**src/rtl/seg7_scan_driver.sv**
```systemverilog
// rtl/seg7_scan_driver.sv - multiplexed 4-digit seven-segment scan driver
//
// Scans four hex digits onto a common-anode style display, one digit per
// slot of REFRESH_DIV cycles, with GUARD dark cycles at the start of each
// slot to suppress ghosting. All pins are registered and active-low.
//
// Optional build macro: SEG7_LZ_BLANK_EN enables leading-zero suppression.
//
// Ports:
//   clk        system clock
//   rst        asynchronous active-high reset
//   en         display enable; 0 blanks all anodes, scanning continues
//   digits     four hex nibbles, digits[4k+3:4k] is digit k (0 = rightmost)
//   blank      per-digit forced blank
//   dp_in      per-digit decimal point request
//   an         anode selects, active-low, an[k] drives digit k
//   seg        segments {g,f,e,d,c,b,a}, active-low
//   dp         decimal point, active-low
//   slot_tick  one-cycle pulse after the slot counter wraps
module seg7_scan_driver #(
  parameter int REFRESH_DIV = 100000,
  parameter int GUARD       = 16
) (
  input  logic        clk,
  input  logic        rst,
  input  logic        en,
  input  logic [15:0] digits,
  input  logic [3:0]  blank,
  input  logic [3:0]  dp_in,
  output logic [3:0]  an,
  output logic [6:0]  seg,
  output logic        dp,
  output logic        slot_tick
);

  localparam int CW = (REFRESH_DIV > 1) ? $clog2(REFRESH_DIV) : 1;
  localparam logic [CW-1:0] CNT_MAX = CW'(REFRESH_DIV - 1);

  logic [CW-1:0] cnt;
  logic [1:0]    sel;
  logic          cnt_wrap;
  logic          in_guard;
  logic [3:0]    keep;
  logic [3:0]    nib;
  logic          visible;
  logic [6:0]    font;

  assign cnt_wrap = (cnt == CNT_MAX);

  // With no guard interval the comparison would be constant, so it is
  // elaborated away entirely.
  generate
    if (GUARD == 0) begin : g_no_guard
      assign in_guard = 1'b0;
    end else begin : g_guard
      assign in_guard = (cnt < CW'(GUARD));
    end
  endgenerate

`ifdef SEG7_LZ_BLANK_EN
  // A digit survives if it or any digit above it is non-zero or has its
  // decimal point requested; digit 0 always survives.
  always_comb begin
    keep    = 4'b0001;
    keep[3] = (digits[15:12] != 4'h0) || dp_in[3];
    keep[2] = keep[3] || (digits[11:8] != 4'h0) || dp_in[2];
    keep[1] = keep[2] || (digits[7:4] != 4'h0) || dp_in[1];
  end
`else
  assign keep = 4'b1111;
`endif

  assign nib     = digits[{sel, 2'b00} +: 4];
  assign visible = en && !blank[sel] && !in_guard && keep[sel];

  // Hex font, active-high, bit order {g,f,e,d,c,b,a}.
  always_comb begin
    font = 7'h00;
    case (nib)
      4'h0: font = 7'h3F;
      4'h1: font = 7'h06;
      4'h2: font = 7'h5B;
      4'h3: font = 7'h4F;
      4'h4: font = 7'h66;
      4'h5: font = 7'h6D;
      4'h6: font = 7'h7D;
      4'h7: font = 7'h07;
      4'h8: font = 7'h7F;
      4'h9: font = 7'h6F;
      4'hA: font = 7'h77;
      4'hB: font = 7'h7C;
      4'hC: font = 7'h39;
      4'hD: font = 7'h5E;
      4'hE: font = 7'h79;
      4'hF: font = 7'h71;
      default: font = 7'h00;
    endcase
  end

  // Slot counter and digit select run regardless of en so that
  // re-enabling resumes mid-scan.
  always_ff @(posedge clk or posedge rst) begin
    if (rst) begin
      cnt       <= '0;
      sel       <= 2'd0;
      slot_tick <= 1'b0;
    end else begin
      slot_tick <= cnt_wrap;
      if (cnt_wrap) begin
        cnt <= '0;
        sel <= sel + 2'd1;
      end else begin
        cnt <= cnt + 1'b1;
      end
    end
  end

  // Pins are computed from the pre-edge sel/cnt, so a slot change and its
  // guard interval appear together and only one anode is ever low.
  always_ff @(posedge clk or posedge rst) begin
    if (rst) begin
      an  <= 4'b1111;
      seg <= 7'b1111111;
      dp  <= 1'b1;
    end else if (visible) begin
      an  <= ~(4'b0001 << sel);
      seg <= ~font;
      dp  <= ~dp_in[sel];
    end else begin
      an  <= 4'b1111;
      seg <= 7'b1111111;
      dp  <= 1'b1;
    end
  end

endmodule

```
**config.mk**
```make
export PLATFORM = sky130hd
export DESIGN_NAME = seg7_scan_driver
export DESIGN_NICKNAME = d
export VERILOG_FILES = /design/src/rtl/seg7_scan_driver.sv
export SDC_FILE = /design/constraint.sdc
export NUM_CORES = 1
export LEC_CHECK = 0
export CAP_MARGIN = 30
export CORE_MARGIN = 2
export CORE_UTILIZATION = 45
export DETAILED_ROUTE_END_ITERATION = 10
export GPL_TIMING_DRIVEN = 1
export PLACE_DENSITY = 0.82
export SLEW_MARGIN = 40
export SYNTH_ARGS = -nofsm -noshare
export SYNTH_HDL_FRONTEND = slang
export SYNTH_SLANG_ARGS = --single-unit
```
**constraint.sdc**
```tcl
create_clock -name clk -period 2.2 [get_ports clk]
set_input_delay 0.22 -clock clk [delete_from_list [all_inputs] [get_ports clk]]
set_output_delay 0.22 -clock clk [all_outputs]
set_load 0.03 [all_outputs]
```
Word-level counts from Yosys, hierarchy flattened
Memories as Yosys holds them, arrays and structs flattened.
Index checks and enable logic that the tools add are counted.
{"block": "totals", "mem_bits_rw": 0, "romBits": 112, "output_inout_bits": 13, "ff_bits": 32, "mem_count": 1, "inputBits": 27, "latchBits": 0, "elab_cells": 32}
{"name": "(name not given)", "words": 16, "word_bits": 7, "read_ports": 1, "rd_ports_with_merged_regs": 0, "wr": 0, "line": "79", "source": "case (nib)"}
{"block": "classes", "eq_ne": 1, "muxes": 10, "reduce_logical": 5, "n_shift": 2, "bitwise_logic": 3, "n_div": 0, "add_sub_neg": 2, "mul": 0, "magnitude_cmp": 2}
{"operator": "$add A17 B1 Y17 const B", "n": 1}
{"operator": "$eq A17 B17 Y1 const B", "n": 1}
{"operator": "$lt A17 B5 Y1 const B", "n": 1}
{"operator": "$mux W17", "n": 1}
{"operator": "$shiftx A16 B5 Y4", "n": 1}
{"operator": "$mux W7", "n": 1}
{"operator": "$not A7 Y7", "n": 1}
{"operator": "$bmux W1 S2", "n": 3}
{"operator": "$mux W1", "n": 4}
{"operator": "$mux W4", "n": 1}
{"operator": "$not A4 Y4", "n": 1}
{"operator": "$shl A1 B2 Y4 const A", "n": 1}
{"operator": "$logic_and A1 B1 Y1", "n": 3}
{"operator": "$lt A2 B3 Y1 const B", "n": 1}
{"operator": "$add A2 B1 Y2 const B", "n": 1}
{"operator": "$logic_not A1 Y1", "n": 2}
{"operator": "$not A1 Y1", "n": 1}

Depth between registers and ports, before layout
Gate-level depths: netlist of run 1.
{"block": "depth", "depth_word": 7, "ltp_mapped": 7, "depth_no_buf": 6}

Worst setup path before layout of run 1
No wires, ideal clock.
{"block": "synth_timing", "path_type": "register to register", "from": "register sel[0]", "to": "register seg[3]", "slack_ps": 305, "t_required_ps": 2119, "t_arrival_ps": 1814, "setup_ps": 81, "synth_period_minus_slack_ps": 1895, "n_path_buf": 1, "path_stages_with_launch": 8, "path_cell_list": "dfrtp_1 buf_2 mux4_2 inv_1 ha_1 nand2_1 o211ai_1 o211ai_1"}
{"block": "synth_between", "elab_chain_len": 7, "elab_cells_between_ends": 12, "cone_classes": "1 x shift; 5 x mux; 1 x bitwise; 4 x reduce/logical; 1 x memory"}
{"element": "start: declaration", "line": "40", "source": "logic [1:0] sel;"}
{"element": "start signal: assignment", "line": "111", "source": "sel <= sel + 2'd1;"}
{"element": "parallel branches: the longest is 6 deep, another holds $mem_v2 Z16 W7"}
{"element": "$mux W7 *", "line": "125", "source": "end else if (visible) begin"}
{"element": "end signal: assignment", "line": "127", "source": "seg <= ~font;"}
{"element": "end: declaration", "line": "31", "source": "output logic [6:0] seg,"}
Mark *: on every way between the ends. The select of a mux whose other input is x is not followed.
A chain may end at the register's enable or synchronous reset.

Final worst setup path of run 1
{"block": "layout_timing", "from": "register sel[0]", "to": "register seg[2]"}
Same word-level chain as after synthesis.

==> flow_summary_export.csv, run 1 <==
group,metric,value,unit
synth,synth-edff-count,0,
route,first_iter_violations,94,
synth,ys_seq_elements,32,
grt,grtUsageMet3,4.00,%
grt,globalRouteOverflowTotal,0,
route,routed_via_density,5.33,
clock_network,clockBufferDepth,2,
setup_path,cp-end-kind,"flop",
grt,grt_busiest_layer,"met2",
clock_network,cts_inserted_buffers,5,
floorplanning,num_rows,23,
timing,grt_setup_unrepaired,"no",
cells_and_area,final_common_cell,"clkdlybuf4s50_1",
timing,fmax,507,MHz
timing,report.final.hold_viol_count,0,
synth,yosys.area.top_type_share,27.4,%
floorplanning,dieArea,4580,um2
synth,syn-cell-area,1830,um2
synth,yosys_warnings,0,
grt,grt_pass1_wl,6380,um
setup_path,path_max_fanout,5,
route,totalWireLength,3720,um
timing,fin_setup_tns,0,ns
place,io_buffers,39,
clock_network,postCtsSetupRepairBufs,0,
place,pre_cts_ws,0.177,ns
cells_and_area,final_cell_mix,"clkdlybuf4s50_1 (39), dfrtp_1 (20), nand2_1 (13)",
setup_path,cp_data_arrival_time,2.12,ns
route,drc,0,
timing,tightest_slew,0.456,ns
place,hpwl,2770,um
synth,postSynthAreaPerCell,11.3,um2
synth,async_flop_share,100,%
route,antenna_left,0,
synth,synthesis.nets,199,
timing,fin_crit_sh,89.7,%
synth,ys_seq_area_share,44.7,%
grt,grtUsageMet2,30.5,%
cells_and_area,n_fill_cell,321,
cells_and_area,fin_nets,242,
clock_network,root_buffer,"clkbuf_8",
floorplanning,start_util,46.3,%
place,place_congestion,0.835,
route,route.vias.total,1360,
grt,grt_usage,18.8,%
pwr,power,1.38,mW
grt,antenna_found_initial,0,
synth,synthTopCellsByArea,"dfrtp_1 (27%), dfstp_2 (17%), ha_1 (7.5%)",
status,status,"completed",
clock_network,clk_pin_slew,0.06,ns
timing,worst_slack,0.226,ns
grt,grt_pass1_vias,1343,
timing,maxSlewHeadroom,69.6,%
timing,final.min_clock_period,1.97,ns
synth,synthCells,161,
setup_path,worst_ep_required_time,2.34,ns
grt,grt_start_max_net_pins,33,
pwr,peakVddDrop,423,uV
cells_and_area,drive_gt1_share,17.1,%
floorplanning,die_x,67.7,um
synth,yosys.area.top_type,"dfrtp_1",
floorplanning,dieHeight,67.7,um
pwr,p_leak,0.988,nW
floorplanning,io_pins,40,
timing,fin_skew,0.00477,ns
job,max_cap_violations,0,
route,route.detailed.wl_per_inst,14.6,um
clock_network,cts.sinks,32,
clock_network,h-tree-depth,2,
synth,synth_ff_type,"dfrtp_1",
setup_path,path_class,"reg -> reg",
clock_network,cts_tree,"built",
cells_and_area,antenna_cells,0,
clock_network,postCtsHoldBufs,0,
timing,setup_viol,0,
grt,grtUsageMet1,25.0,%
min_path,hold_class,"in -> async",
clock_network,post_cts_resize_count,0,
floorplanning,core,3940,um2
route,firstDrtPassIters,4,
synth,synth_cell_types,33,
cells_and_area,syn2layout_area_growth,31.5,%
setup_path,critPathLaunchType,"flop",
pwr,powerDensity,574,nW/um2
clock_network,worstSkewPairLatency,0.28,ns
timing,drv_slew,0,
## routing by layer
layer  share of wire [%]  wire length (um)
met5                   0                 0
met4                 1.3                49
met3                 4.2               157
met2                  48              1780
met1                  47              1740
## synthesized netlist by cell type, drive strengths merged (2+ instances only)
cell type,count
buf,3
clkbuf,3
dfrtp,20
dfstp,12
ha,11
inv,8
mux2,3
mux2i,10
mux4,6
nand2,14
nand3,8
nand4,7
nor2,12
nor3,3
nor4,5
o211ai,4
o221ai,2
o31ai,2
or4,2
xnor2,7
xor2,11
## through the flow
| step | area [um2] | utilization [%] | cells | hold WS [ns] |
|---|---|---|---|---|
| after floorplan | 1830 | - | 161 | 0.327 |
| after global placement | 2270 | 57.7 | 247 | 0.496 |
| after detailed placement | 2270 | 57.7 | 247 | 0.498 |
| after CTS | 2400 | 60.9 | 255 | 0.327 |
| after global routing | 2400 | 60.9 | 255 | 0.371 |
| final | 2400 | 60.9 | 255 | 0.318 |
## critical path: stages, from the launching register on
cell	delay (ns)
dfrtp_1	0.49
mux4_2	0.62
ha_1	0.29
o311ai_0	0.44
## flip-flops by register name (all words and copies together) (netlist names)
name and count:
sel 2, seg 7, an 4, cnt 17, dp 1, slot_tick 1
## power by group
part / switching [mW] / total [mW] / internal, mW
combinational: 0.0781 / 0.164 / 0.0862
sequential: 0.00242 / 0.607 / 0.605
clock: 0.207 / 0.606 / 0.399
## cell type report
| class | count | area, um2 | share of cell area [%] |
|---|---|---|---|
| clock inverters | 1 | 30.0 | 1.25 |
| flip-flops and latches | 32 | 816 | 34.0 |
| multi-input cells | 115 | 952 | 39.7 |
| clock buffers | 7 | 96.3 | 4.01 |
| inverters | 8 | 30.0 | 1.25 |
| repair buffers | 42 | 413 | 17.2 |
| well taps | 50 | 62.6 | 2.61 |
## path summary, 6_finish.rpt
path	startpoint	slack, ns	cells past startpoint	endpoint
min in group clk	cnt[12]	0.51	1	cnt[12]
max in group asynchronous	rst	1.56	3	an[1]
setup reg to reg	sel[0]	0.23	3	seg[2]
hold / removal	rst	0.32	3	cnt[14]
hold reg to reg	cnt[12]	0.51	1	cnt[12]
setup / recovery	sel[0]	0.23	3	seg[2]
## logic make-up after synthesis
kind of cell             count (synthesis)  share of synthesized area (%)
AND/OR/NAND/NOR                         56                           16.6
AO/OA/AOI/OAI                           11                           4.66
XOR/XNOR                                18                           8.64
flip-flops                              32                           44.7
adder cells (fa/ha/maj)                 11                           7.54
buffers and inverters                   14                           3.15
multiplexers                            19                           14.7
(Power assumes the default switching activity.)
==> run 2, diff against run 1 <==
ABC_AREA = 1   (was unset)
CORE_UTILIZATION = 51   (was 45)
PLACE_DENSITY = 0.9   (was 0.82)
==> run 2 against run 1 <==
Compared with the run above:
- flip-flop and latch count is the same
- critical path depth grew 7
- final cell count grew 35%
- sequential power is essentially flat
- first-iteration DRC count grew 57%
- count of clock-buffer cells in the layout grew 1
- maximum frequency grew 3.9%
- clock skew grew 0.0025 ns
==> flow_summary_export.csv, run 2 <==
group,metric,value,unit
route,first_iter_violations,148,
synth,syn-cell-area,1920,um2
setup_path,crit_family,"flip-flops",
route,antenna_left,0,
route,wl_met3,227,um
clock_network,root_buffer,"clkbuf_8",
timing,fin_crit_sh,86.3,%
setup_path,max_stage_delay,0.62,ns
floorplanning,io_pins,40,
floorplanning,num_rows,22,
min_path,hold_class,"in -> async",
synth,synthTopCellsByArea,"dfrtp_1 (26%), dfstp_2 (16%), nand2_1 (14%)",
grt,globalRouteOverflowTotal,0,
floorplanning,dieHeight,65.4,um
pwr,switching_share,23.8,%
synth,yosysMostFrequentCell,"nand2_1",
floorplanning,start_util,52.9,%
setup_path,cp-end-kind,"flop",
clock_network,cts.sinks,32,
place,io_buffers,39,
route,firstDrtPassIters,4,
synth,yosys-top-cells-count,"nand2_1 (73), nor2_1 (34), nand3_1 (32), inv_1 (23), dfrtp_1 (20)",
pwr,pwr-share-comb,12.7,%
job,max_cap_violations,0,
status,status,"completed",
clock_network,cts_tree,"built",
timing,setup_viol,0,
timing,final.min_clock_period,1.90,ns
route,drc,0,
synth,async_flop_share,100,%
cells_and_area,finalNonFillerCells,345,
setup_path,r2r-start,"sel[0]",
timing,maxSlewHeadroom,69.9,%
clock_network,worstSkewPairLatency,0.29,ns
synth,ys_seq_area_share,42.4,%
setup_path,cp_data_arrival_time,2.11,ns
place,hpwl,2920,um
synth,synth-edff-count,0,
clock_network,clk_pin_slew,0.07,ns
synth,postSynthAreaPerCell,7.69,um2
grt,grt_usage,21.4,%
setup_path,crit_buf_inv,3,
cells_and_area,drive_gt1_share,11.8,%
place,place_congestion,0.922,
synth,synthCells,250,
timing,fin_setup_tns,0,ns
floorplanning,core,3630,um2
floorplanning,dieArea,4280,um2
pwr,internal-power,969,uW
pwr,power,1.27,mW
pwr,p_seq_share,47.8,%
floorplanning,die_x,65.4,um
setup_path,r2r_setup_slack,0.30,ns
cells_and_area,fin_nets,334,
pwr,p_sw,302,uW
timing,report.final.hold_viol_count,0,
grt,grt_pass1_vias,1593,
timing,fin_skew,0.00730,ns
route,wl_met2,1980,um
setup_path,cp_slowest_cell,"dfrtp_1",
route,route.detailed.wl_per_inst,11.6,um
setup_path,path_cells,"inv_2 > nand2_1 > nand3_1 > nand2_1 > inv_1 > ha_1 > inv_1 > nand2_1 > nand3_1 > nand3_1",
setup_path,rr_worst_depth,10,
timing,drv_slew,0,
synth,synth_cell_types,24,
timing,tightest_slew,0.451,ns
grt,grt_pass1_wl,6930,um
setup_path,path_max_fanout,16,
cells_and_area,largest_register_ffs,17,
clock_network,clockBufferDepth,2,
cells_and_area,final_common_cell,"nand2_1",
synth,synthesis.nets,288,
cells_and_area,antenna_cells,0,
route,route.vias.total,1782,
grt,grt_start_max_net_pins,33,
setup_path,critPathLaunchType,"flop",
cells_and_area,top_register,"cnt",
timing,fmax,526,MHz
route,maxUsedRoutingLayer,"met4",
clock_network,postCtsSetupRepairBufs,0,
cells_and_area,final_area,2470,um2
cells_and_area,final_cell_mix,"nand2_1 (73), clkdlybuf4s50_1 (39), nor2_1 (34)",
pwr,p_leak,1.17,nW
place,placed_area,2370,um2
setup_path,reg2reg_to,"seg[3]",
timing,grt_setup_unrepaired,"no",
clock_network,postCtsHoldBufs,0,
clock_network,h-tree-depth,2,
synth,ys_seq_elements,32,
clock_network,cts_inserted_buffers,5,
pwr,power_frac_clock,39.5,%
route,routed_via_density,5.17,
synth,synth_ff_type,"dfrtp_1",
route,totalWireLength,4000,um
synth,yosys_warnings,0,
cells_and_area,post-route-util,67.9,%
cells_and_area,reg.largest.list,"cnt (17), seg (7), an (4)",
cells_and_area,syn2layout_area_growth,28.5,%
setup_path,worst_ep_required_time,2.41,ns
place,dp_cells,337,
cells_and_area,n_fill_cell,281,
pwr,peakVddDrop,268,uV
synth,yosys.area.top_type,"dfrtp_1",
synth,yosys.area.top_type_share,26.0,%
grt,antenna_found_initial,0,
route,wl_met1,1700,um
pwr,powerDensity,515,nW/um2
clock_network,post_cts_resize_count,0,
setup_path,path_class,"reg -> reg",
run 2: cell types whose count changed after synthesis, moves of 4 or more:
cell / before / now
mux2i_1: 10 / 0
o211ai_1: 4 / 0
mux4_2: 6 / 0
nand2_1: 13 / 73
nand2_2: 1 / 6
xor2_1: 11 / 6
inv_1: 8 / 23
o21ai_0: 0 / 4
nand3_1: 8 / 32
nor2_1: 12 / 34
nor4_1: 4 / 0
xnor2_1: 7 / 3
run 2: layout make-up:
cell class | count | area (um2) | area share [%]
Clock buffer | 8 | 100 | 4.05
Inverter | 25 | 93.8 | 3.80
Multi-Input combinational cell | 191 | 993 | 40.2
Sequential cell | 32 | 816 | 33.0
Tap cell | 48 | 60.1 | 2.43
Timing Repair Buffer | 41 | 405 | 16.4
run 2: stage by stage:
stage                     hold WS, ns  setup slack, ns
after floorplan                 0.327            0.633
final                           0.307            0.301
after global placement          0.450            0.451
after detailed placement        0.455            0.354
after CTS                       0.317            0.334
after global routing            0.336            0.154
run 2: cell families (layout without fill, tap and decap cells):
| family | after synthesis | after routing | share of synthesized area, % |
|---|---|---|---|
| AOI/OAI and AO/OA | 10 | 10 | 2.86 |
| xor gates and xnor gates | 9 | 9 | 4.10 |
| adders and majority gates | 11 | 11 | 7.16 |
| buffers and inverters | 27 | 74 | 5.86 |
| DFF | 32 | 32 | 42.4 |
| and+or+nand+nor | 161 | 161 | 37.6 |
run 2: routing by layer:
metal | GRT usage, % | up-vias
met5 | 0 | -
met4 | 12.2 | 0
met3 | 5.31 | 8
met2 | 35.1 | 66
met1 | 25.6 | 818
li1 | - | 890
run 2: worst register-to-register path: cells and delay by family, from the launching register on:
family                   cells  cell delay [ns]
AND/OR/NAND/NOR              6             0.62
buffers and inverters        3             0.32
adder cells (fa/ha/maj)      1             0.26
flip-flops                   1             0.62
run 2: worst max path at each step:
stage,start,endpoint,slack (ns),cells after the start
finish,sel[0],seg[3],0.30,10
global route,sel[0],seg[3],0.15,10
CTS,sel[0],seg[3],0.33,10
detailed placement,sel[0],seg[3],0.35,10
global placement,sel[0],seg[0],0.45,10
floorplan,sel[0],seg[0],0.63,11
run 2: power by group through the flow:
stage	Combinational (mW)	Clock (mW)	Sequential [mW]
CTS	0.162	0.503	0.607
global route	0.176	0.540	0.608
floorplan	0.0613	0	0.637
global placement	0.158	0	0.617
finish	0.162	0.502	0.607
detailed placement	0.161	0	0.617
